===== config.mk =====
export PLATFORM = sky130hd
export DESIGN_NAME = ex_muldiv_unit
export DESIGN_NICKNAME = d
export VERILOG_FILES = /design/src/rtl/ex_muldiv_unit_pkg.sv /design/src/rtl/ex_muldiv_unit_div_iter_core.sv /design/src/rtl/ex_muldiv_unit.sv
export SDC_FILE = /design/constraint.sdc
export NUM_CORES = 1
export LEC_CHECK = 0
export BUFFER_PORTS_ARGS = -buffer_cell sky130_fd_sc_hd__buf_2
export CAP_MARGIN = 10
export CORE_MARGIN = 3
export CORE_UTILIZATION = 60
export CTS_CLUSTER_DIAMETER = 50
export DETAILED_ROUTE_END_ITERATION = 8
export GPL_TIMING_DRIVEN = 0
export PLACE_DENSITY_LB_ADDON = 0.3
export SLEW_MARGIN = 20
export SYNTH_ARGS = -nofsm -noshare
export SYNTH_HDL_FRONTEND = slang
export SYNTH_HIERARCHICAL = 1
export SYNTH_SLANG_ARGS = --single-unit
export TNS_END_PERCENT = 30

===== constraint.sdc =====
create_clock -name clk -period 8.4 [get_ports clk]
set_input_delay 0.84 -clock clk [delete_from_list [all_inputs] [get_ports clk]]
set_output_delay 0.84 -clock clk [all_outputs]
set_load 0.03 [all_outputs]

===== src/rtl/ex_muldiv_unit_pkg.sv =====
// Shared types and constants for the RV32M execute unit (M-extension additions).
// Optional build macro used by the unit: MULDIV_FAST_MUL_EN.
package ex_muldiv_unit_pkg;

  localparam int unsigned XLEN = 32;

  localparam logic [6:0] OPCODE_OP     = 7'b0110011;
  localparam logic [6:0] FUNCT7_MULDIV = 7'b0000001;

  typedef enum logic [2:0] {
    MD_MUL    = 3'b000,
    MD_MULH   = 3'b001,
    MD_MULHSU = 3'b010,
    MD_MULHU  = 3'b011,
    MD_DIV    = 3'b100,
    MD_DIVU   = 3'b101,
    MD_REM    = 3'b110,
    MD_REMU   = 3'b111
  } muldiv_op_e;

  typedef enum logic [1:0] {
    ST_IDLE = 2'd0,
    ST_MUL  = 2'd1,
    ST_DIV  = 2'd2,
    ST_DONE = 2'd3
  } muldiv_state_e;

endpackage


===== src/rtl/ex_muldiv_unit_div_iter_core.sv =====
// Restoring divider datapath: one quotient bit per enabled cycle on unsigned magnitudes.
module div_iter_core
  import ex_muldiv_unit_pkg::*;
#(
  parameter int unsigned WIDTH = XLEN
) (
  input  logic             clk,
  input  logic             rst,
  input  logic             load,
  input  logic             en,
  input  logic [WIDTH-1:0] dividend,
  input  logic [WIDTH-1:0] divisor,
  output logic [WIDTH-1:0] quo_next,
  output logic [WIDTH-1:0] rem_next
);

  logic [WIDTH-1:0] rem_q, quo_q, dsr_q;
  logic [WIDTH:0]   shifted, diff;
  logic             fits;

  // The step result is exposed so the last iteration can be committed on its own edge.
  always_comb begin
    shifted  = {rem_q, quo_q[WIDTH-1]};
    diff     = shifted - {1'b0, dsr_q};
    fits     = ~diff[WIDTH];
    rem_next = fits ? diff[WIDTH-1:0] : shifted[WIDTH-1:0];
    quo_next = {quo_q[WIDTH-2:0], fits};
  end

  always_ff @(posedge clk or posedge rst) begin
    if (rst) begin
      rem_q <= '0;
      quo_q <= '0;
      dsr_q <= '0;
    end else if (load) begin
      rem_q <= '0;
      quo_q <= dividend;
      dsr_q <= divisor;
    end else if (en) begin
      rem_q <= rem_next;
      quo_q <= quo_next;
    end
  end

endmodule


===== src/rtl/ex_muldiv_unit.sv =====
// Execute-stage RV32M multiply/divide unit with pipeline stall request.
// Define MULDIV_FAST_MUL_EN for single-cycle multiplies; default build iterates.
module ex_muldiv_unit
  import ex_muldiv_unit_pkg::*;
#(
  parameter int unsigned WIDTH = XLEN,
  parameter int unsigned CNT_W = $clog2(WIDTH) + 1
) (
  input  logic             clk,
  input  logic             rst,
  input  logic             flush,
  input  logic             start,
  input  logic [2:0]       funct3,
  input  logic [WIDTH-1:0] op_a,
  input  logic [WIDTH-1:0] op_b,
  output logic             stall_req,
  output logic             busy,
  output logic             done,
  output logic [WIDTH-1:0] result
);

  localparam logic [WIDTH-1:0] MIN_NEG = {1'b1, {(WIDTH-1){1'b0}}};

  muldiv_state_e    state;
  muldiv_op_e       op_in, op_q;
  logic             sign_q, sign_r;
  logic [CNT_W-1:0] cnt;
  logic             a_sgn, b_sgn, a_neg, b_neg, is_div, div_zero, div_ovf, special;
  logic             accept, last_iter;
  logic [WIDTH-1:0] mag_a, mag_b, special_res, q_nx, r_nx, div_res;

  always_comb begin
    op_in = muldiv_op_e'(funct3);
    a_sgn = 1'b0;
    b_sgn = 1'b0;
    case (op_in)
      MD_MUL, MD_MULH, MD_DIV, MD_REM: begin
        a_sgn = 1'b1;
        b_sgn = 1'b1;
      end
      MD_MULHSU: a_sgn = 1'b1;
      default: ;
    endcase
  end

  assign a_neg    = a_sgn & op_a[WIDTH-1];
  assign b_neg    = b_sgn & op_b[WIDTH-1];
  assign mag_a    = a_neg ? -op_a : op_a;
  assign mag_b    = b_neg ? -op_b : op_b;
  assign is_div   = funct3[2];
  assign div_zero = is_div && (op_b == '0);
  assign div_ovf  = (op_in == MD_DIV || op_in == MD_REM) && (op_a == MIN_NEG) && (op_b == '1);
  assign special  = div_zero || div_ovf;

  always_comb begin
    special_res = '0;
    if (div_zero)     special_res = funct3[1] ? op_a : '1;
    else if (div_ovf) special_res = funct3[1] ? '0 : MIN_NEG;
  end

  assign accept    = (state == ST_IDLE) && start && !flush;
  assign stall_req = !rst && (accept || state == ST_MUL || state == ST_DIV);
  assign last_iter = (cnt == CNT_W'(WIDTH - 1));

  div_iter_core #(.WIDTH(WIDTH)) u_div (
    .clk      (clk),
    .rst      (rst),
    .load     (accept && is_div && !special),
    .en       (state == ST_DIV),
    .dividend (mag_a),
    .divisor  (mag_b),
    .quo_next (q_nx),
    .rem_next (r_nx)
  );

  // Quotient takes sign(a)^sign(b), remainder takes sign(a).
  assign div_res = op_q[1] ? (sign_r ? -r_nx : r_nx) : (sign_q ? -q_nx : q_nx);

`ifdef MULDIV_FAST_MUL_EN
  logic signed [WIDTH:0]     fa, fb;
  logic signed [2*WIDTH+1:0] fp;
  logic [WIDTH-1:0]          fast_res;

  always_comb begin
    fa       = {a_sgn & op_a[WIDTH-1], op_a};
    fb       = {b_sgn & op_b[WIDTH-1], op_b};
    fp       = fa * fb;
    fast_res = (op_in == MD_MUL) ? fp[WIDTH-1:0] : fp[2*WIDTH-1:WIDTH];
  end
`else
  logic [WIDTH-1:0]   mcand, mul_res;
  logic [2*WIDTH-1:0] prod, prod_nx, prod_fix;
  logic [WIDTH:0]     psum;

  // Multiplier sits in the low half of prod and is consumed as partial sums shift in.
  always_comb begin
    psum     = {1'b0, prod[2*WIDTH-1:WIDTH]} + (prod[0] ? {1'b0, mcand} : '0);
    prod_nx  = {psum, prod[WIDTH-1:1]};
    prod_fix = sign_q ? -prod_nx : prod_nx;
    mul_res  = (op_q == MD_MUL) ? prod_fix[WIDTH-1:0] : prod_fix[2*WIDTH-1:WIDTH];
  end
`endif

  always_ff @(posedge clk or posedge rst) begin
    if (rst) begin
      state  <= ST_IDLE;
      busy   <= 1'b0;
      done   <= 1'b0;
      result <= '0;
      cnt    <= '0;
      op_q   <= MD_MUL;
      sign_q <= 1'b0;
      sign_r <= 1'b0;
`ifndef MULDIV_FAST_MUL_EN
      mcand  <= '0;
      prod   <= '0;
`endif
    end else begin
      done <= 1'b0;
      if (flush) begin
        state <= ST_IDLE;
        busy  <= 1'b0;
      end else begin
        case (state)
          ST_IDLE: if (start) begin
            op_q   <= op_in;
            sign_q <= a_neg ^ b_neg;
            sign_r <= a_neg;
            cnt    <= '0;
            if (special) begin
              result <= special_res;
              state  <= ST_DONE;
              done   <= 1'b1;
            end else if (!is_div) begin
`ifdef MULDIV_FAST_MUL_EN
              result <= fast_res;
              state  <= ST_DONE;
              done   <= 1'b1;
`else
              mcand  <= mag_a;
              prod   <= {{WIDTH{1'b0}}, mag_b};
              state  <= ST_MUL;
              busy   <= 1'b1;
`endif
            end else begin
              state <= ST_DIV;
              busy  <= 1'b1;
            end
          end
`ifndef MULDIV_FAST_MUL_EN
          ST_MUL: begin
            prod <= prod_nx;
            cnt  <= cnt + 1'b1;
            if (last_iter) begin
              result <= mul_res;
              state  <= ST_DONE;
              busy   <= 1'b0;
              done   <= 1'b1;
            end
          end
`endif
          ST_DIV: begin
            cnt <= cnt + 1'b1;
            if (last_iter) begin
              result <= div_res;
              state  <= ST_DONE;
              busy   <= 1'b0;
              done   <= 1'b1;
            end
          end
          ST_DONE: state <= ST_IDLE;
          default: state <= ST_IDLE;
        endcase
      end
    end
  end

endmodule


# [After elaboration in Yosys (flattened, before gate mapping)]
# Index checks and enable logic that the tools add are counted.
[totals] register_bits=239 inputBits=71 out_inout_bits=35
[op_classes] n_addsub=8 eq_ne=19 n_mux=46 bitwise=7 n_reduce_logical=34
[op_table] operator="$mux 32" n=20
[op_table] operator="$mux 64" n=4
[op_table] operator="$neg 32->32" n=4
[op_table] operator="$pmux 64 s2" n=1
[op_table] operator="$pmux 32 s3" n=1
[op_table] operator="$eq 32x32->1 const B" n=2
[op_table] operator="$neg 64->64" n=1
[op_table] operator="$add 32x32->33" n=1
[op_table] operator="$sub 33x32->33" n=1
[op_table] operator="$logic_not 32->1" n=1
[op_table] operator="$ne 2x2->1 const B" n=6
[op_table] operator="$pmux 6 s2" n=1
[op_table] operator="$mux 1" n=10
[op_table] operator="$mux 2" n=5
[op_table] operator="$reduce_and 5->1" n=2
[op_table] operator="$logic_and 1x1->1" n=8
[op_table] operator="$add 6x1->6 const B" n=1
[op_table] operator="$eq 3x3->1 const B" n=2
[op_table] operator="$eq 6x5->1 const B" n=1
[op_table] operator="$logic_not 3->1" n=2
[op_table] operator="$mux 6" n=1
[op_table] operator="$ne 3x3->1 const B" n=2
[op_table] operator="$pmux 2 s3" n=1
[op_table] operator="$reduce_and 3->1" n=2
[op_table] operator="20 further kinds" n=34

# [Longest topological paths before layout]
[depth] ltp_word=9 depth_mapped=26

# [Modules after synthesis]
# Netlist, hierarchy kept.
[modules_own_cells] mod="ex_muldiv_unit" instances=1 cells_each=1753 area_each_um2=13908.3
[modules_own_cells] mod="div_iter_core" instances=1 cells_each=774 area_each_um2=6374.9

# [Least setup slack after synthesis]
# Ideal clock, no wire load.
[synth_path] path_kind="register to register" start="reg u_div.quo_q[31]" end="reg result[25]" setup_time_ps=136 arrival_time_ps=5574 required_time_ps=8264 setup_slack_ps=2690 stages_incl_launch_ff=27 path_buffers=1 cell_sequence="dfrtp_1 > inv_1 > ha_1 > inv_1 > fa_1 > a211o_1 > a221oi_4 > o221ai_2 > o21ai_1 > a21oi_2 > a41oi_4 > xor2_2 > inv_2 > buf_2 > nand2_1 > nand2_1 > or4_1 > nor2_1 > nand3_1 > nand2b_1 > or4_1 > o31ai_1 > xor2_1 > o221ai_1 > o21bai_1 > nor4_1 > o31ai_1"
[synth_between] elab_chain_len=7 word_cells_on_any_way=10
[synth_rtl] element="from (decl)" line_no="ex_muldiv_unit_div_iter_core.sv:17" source="logic [WIDTH-1:0] rem_q, quo_q, dsr_q;"
[synth_rtl] element="from (signal assigned)" line_no="ex_muldiv_unit_div_iter_core.sv:37" source="quo_q <= dividend;"
[synth_rtl] element="from (signal assigned)" line_no="ex_muldiv_unit_div_iter_core.sv:41" source="quo_q <= quo_next;"
[synth_rtl] element="$sub 33x32->33" line_no="ex_muldiv_unit_div_iter_core.sv:24" source="diff = shifted - {1'b0, dsr_q};"
[synth_rtl] element="$mux 32" line_no="ex_muldiv_unit_div_iter_core.sv:26" source="rem_next = fits ? diff[WIDTH-1:0] : shifted[WIDTH-1:0];"
[synth_rtl] element="named net r_nx[9]" line_no="ex_muldiv_unit.sv:30" source="logic [WIDTH-1:0] mag_a, mag_b, special_res, q_nx, r_nx, div_res;"
[synth_rtl] element="$neg 32->32" line_no="ex_muldiv_unit.sv:77" source="assign div_res = op_q[1] ? (sign_r ? -r_nx : r_nx) : (sign_q ? -q_nx : q_nx);"
[synth_rtl] element="$mux 32 (2 in a row)" line_no="ex_muldiv_unit.sv:77"
[synth_rtl] element="$mux 32" line_no="ex_muldiv_unit.sv:164" source="if (last_iter) begin"
[synth_rtl] element="$pmux 32 s3" line_no="ex_muldiv_unit.sv:124" source="case (state)"
[synth_rtl] element="to (signal assigned)" line_no="ex_muldiv_unit.sv:131" source="result <= special_res;"
[synth_rtl] element="to (signal assigned)" line_no="ex_muldiv_unit.sv:155" source="result <= mul_res;"
[synth_rtl] element="to (signal assigned)" line_no="ex_muldiv_unit.sv:165" source="result <= div_res;"
[synth_rtl] element="to (decl)" line_no="ex_muldiv_unit.sv:19" source="output logic [WIDTH-1:0] result"
# The timed path passes the listed nets, and every way through them passes these cells. The select of a mux whose other input is x is not followed.
# A chain may end at the register's enable or synchronous reset.

# [Worst setup path after layout]
# Ends and elaborated chain as after synthesis.

==> qor.yml <==
finish:
  fillers: 2734
  drive_gt1_share_pct: 12.16
  regArea_mm2: 0.005981
  num_antenna_cells: 0
  fin_nets: 2820
  multi_input_area_mm2: 0.01315
  synthToLayoutAreaGrowth_pct: 11.95
routing:
  vias: 21330
  vias_per_cell: 6.794
  post_drt_wl_per_cell_um: 25.08
  wirelength_um: 78760
  dr.pass1.iters: 9
  drc_errors: 0
  detail-route-antenna-nets: 0
  dr.first_iter.drc_count: 2718
logic_synthesis:
  synth_common_cells: "nand2_1 (362), dfrtp_1 (239), o21ai_0 (237)"
  ys_seq_area_share_pct: 29.49
  synth-seq-cells: 239
  async_flop_share_pct: 100.0
  synth_area_leaders: "dfrtp_1 (29%), nand2_1 (6.7%), o21ai_0 (5.8%)"
  syn_area_per_cell_um2: 8.027
  synth_edf_count: 0
  synth_top_area_share_pct: 29.49
  synth_most_common_cell: "nand2_1"
  synth_cell_types: 98
  netlist_instances: 2527
  syn_nets: 2676
  syn_area_mm2: 0.02028
  yosysTopAreaCell: "dfrtp_1"
  synth-main-ff-cell: "dfrtp_1"
  yosysWarningCount: 6
critical_path:
  cp.arrival_ns: 7.83
  startpoint: "u_div/quo_q[31]$_DFFE_PP0P_"
  path_class: "flop to flop"
  critPathMaxFanout: 10
  reg2reg_from: "u_div/quo_q[31]$_DFFE_PP0P_"
  end_kind: "flop"
  cp-start-kind: "flop"
  critPathRequiredTime_ns: 8.80
global_route:
  grt_max_degree: 78
  grt_pass1_vias: 19980
  track_usage_pct: 42.52
  antenna_found_initial: 3
  grt_overflow: 0
  grt_pass1_wl_um: 118200
clocking:
  postCtsSetupRepairBufs: 0
  htree_levels: 2
  root_buffer: "clkbuf_16"
  clkSlewWorstSetupHoldPaths_ns: 0.06
  cts-resized-gates: 0
  clockBufferDepth: 3
  clock-sinks: 239
  worstSkewPairLatency_ns: 0.55
  cts_hold_buffers: 0
  cts_tree: "done"
  cts_buffers: 37
floorplan:
  initial_utilization_pct: 61.56
  die_x_um: 189.9
  die_h_um: 189.9
  die-area_mm2: 0.03605
  io_pins: 106
  core_area_mm2: 0.03295
  rows: 66
power_and_ir_drop:
  max-vdd-ir-drop_mv: 0.5056
  p_leak_nw: 9.282
  power_density_mw_per_mm2: 509.6
timing:
  period_needed_ns: 7.430
  max_freq_ghz: 0.1346
  rsz0062_at_grt: "false"
  worst_slack_ns: 0.9700
  post-route-period-util_pct: 88.45
  hold_violations: 0
  tns_ns: 0
  setup_viol: 0
  worst_pin_slew_ns: 1.169
  clock_skew_ns: 0.02418
  slew_viol_final: 0
  relSlewSlack_pct: 21.37
placed_design:
  pre_cts_ws_ns: 1.315
  port_buffers: 103
  place_congestion: 1.069
  place_hpwl_um: 62020
outcome:
  status: "finished, final reports clean"
hold_path:
  worstHoldPathType: "primary input to async pin"
flow_run:
  maxCapViolations: 0
==> path summary, 6_finish.rpt <==
path	endpoint	slack, ns	cells after the start
setup reg to reg	result[25]$_DFFE_PP0P_	0.97	26
max in group asynchronous	mcand[6]$_DFFE_PP0P_	7.21	3
hold reg to reg	result[7]$_DFFE_PP0P_	0.48	2
setup / recovery	result[25]$_DFFE_PP0P_	0.97	26
min in group clk	result[7]$_DFFE_PP0P_	0.48	2
hold / removal	u_div/quo_q[9]$_DFFE_PP0P_	0.33	2
==> final cells by class <==
type	count	share of cell area [%]
Multi-Input combinational cell	2020	57.91
Sequential cell	239	26.34
Clock buffer	47	4.694
Buffer	190	3.807
Timing Repair Buffer	105	2.513
Tap cell	442	2.435
Inverter	78	1.344
Clock inverter	19	0.9587
==> critical path, cell delays in order (launching register included) <==
cell and delay (ns):
dfrtp_1 0.48, inv_1 0.11, ha_1 0.19, inv_1 0.07
fa_1 0.41, a211o_1 0.33, a221oi_4 0.37, o221ai_2 0.17
o21ai_1 0.24, a21oi_2 0.19, a41oi_4 0.36, xor2_2 0.30
inv_2 0.21, buf_2 0.25, nand2_1 0.12, nand2_1 0.15
or4_1 0.56, nor2_1 0.18, nand3_1 0.20, nand2b_1 0.24
or4_1 0.48, o31ai_1 0.30, xor2_1 0.20, o221ai_1 0.31
o21bai_1 0.29, nor4_1 0.45, o31ai_1 0.13
==> routing by layer <==
metal  share of wire, %  GRT usage (%)
met5               0.20          2.885
met2                 41          61.65
met4                7.5          25.39
met1                 40          57.85
met3                 12          9.526
==> where the power goes <==
part           internal [mW]  switching (mW)
logic                   2.65            5.18
clock network          0.979           0.628
registers               1.66           0.474
total                   5.29            6.28
==> cells in the final DEF, fill, tap and decap left out, types with 44 or more instances in the layout <==
master / count
nand2_1: 362
inv_1: 74
buf_2: 122
and2_1: 46
o31ai_1: 44
nor3_1: 44
ha_1: 76
dfrtp_1: 239
nor2_1: 174
xnor2_1: 122
o21ai_0: 237
a21oi_1: 179
mux2i_1: 76
xor2_1: 81
clkbuf_1: 129
==> registers in the layout, indices dropped and copies added, names as in the netlist, 2 cells and up <==
| name | cells |
|---|---|
| cnt | 6 |
| u_div/rem_q | 32 |
| prod | 64 |
| result | 32 |
| u_div/quo_q | 32 |
| u_div/dsr_q | 32 |
| op_q | 3 |
| mcand | 32 |
| state | 2 |
==> logic make-up (layout without fill, tap and decap cells) <==
| logic type | after synthesis | in the layout | synth area share, % |
|---|---|---|---|
| compound gates | 766 | 766 | 24.52 |
| xor+xnor | 204 | 204 | 8.846 |
| fa+ha+maj | 78 | 78 | 4.886 |
| buf+inv | 268 | 439 | 5.706 |
| flops | 239 | 239 | 29.49 |
| mux | 120 | 120 | 6.323 |
| simple gates | 852 | 852 | 20.23 |
==> stage by stage <==
stage	power (mW)	area, µm²	std cells	utilization, %	hold WS (ns)
after floorplan	7.389	20280	2527	-	0.4563
after global placement	9.421	21350	3072	64.80	0.4599
after detailed placement	9.614	21420	3074	65.02	0.4741
after CTS	11.26	22710	3140	68.92	0.3188
after global routing	12.20	22710	3140	68.92	0.3433
final	11.57	22710	3140	68.92	0.3255
Note: power is estimated with default switching activity, not from simulation.
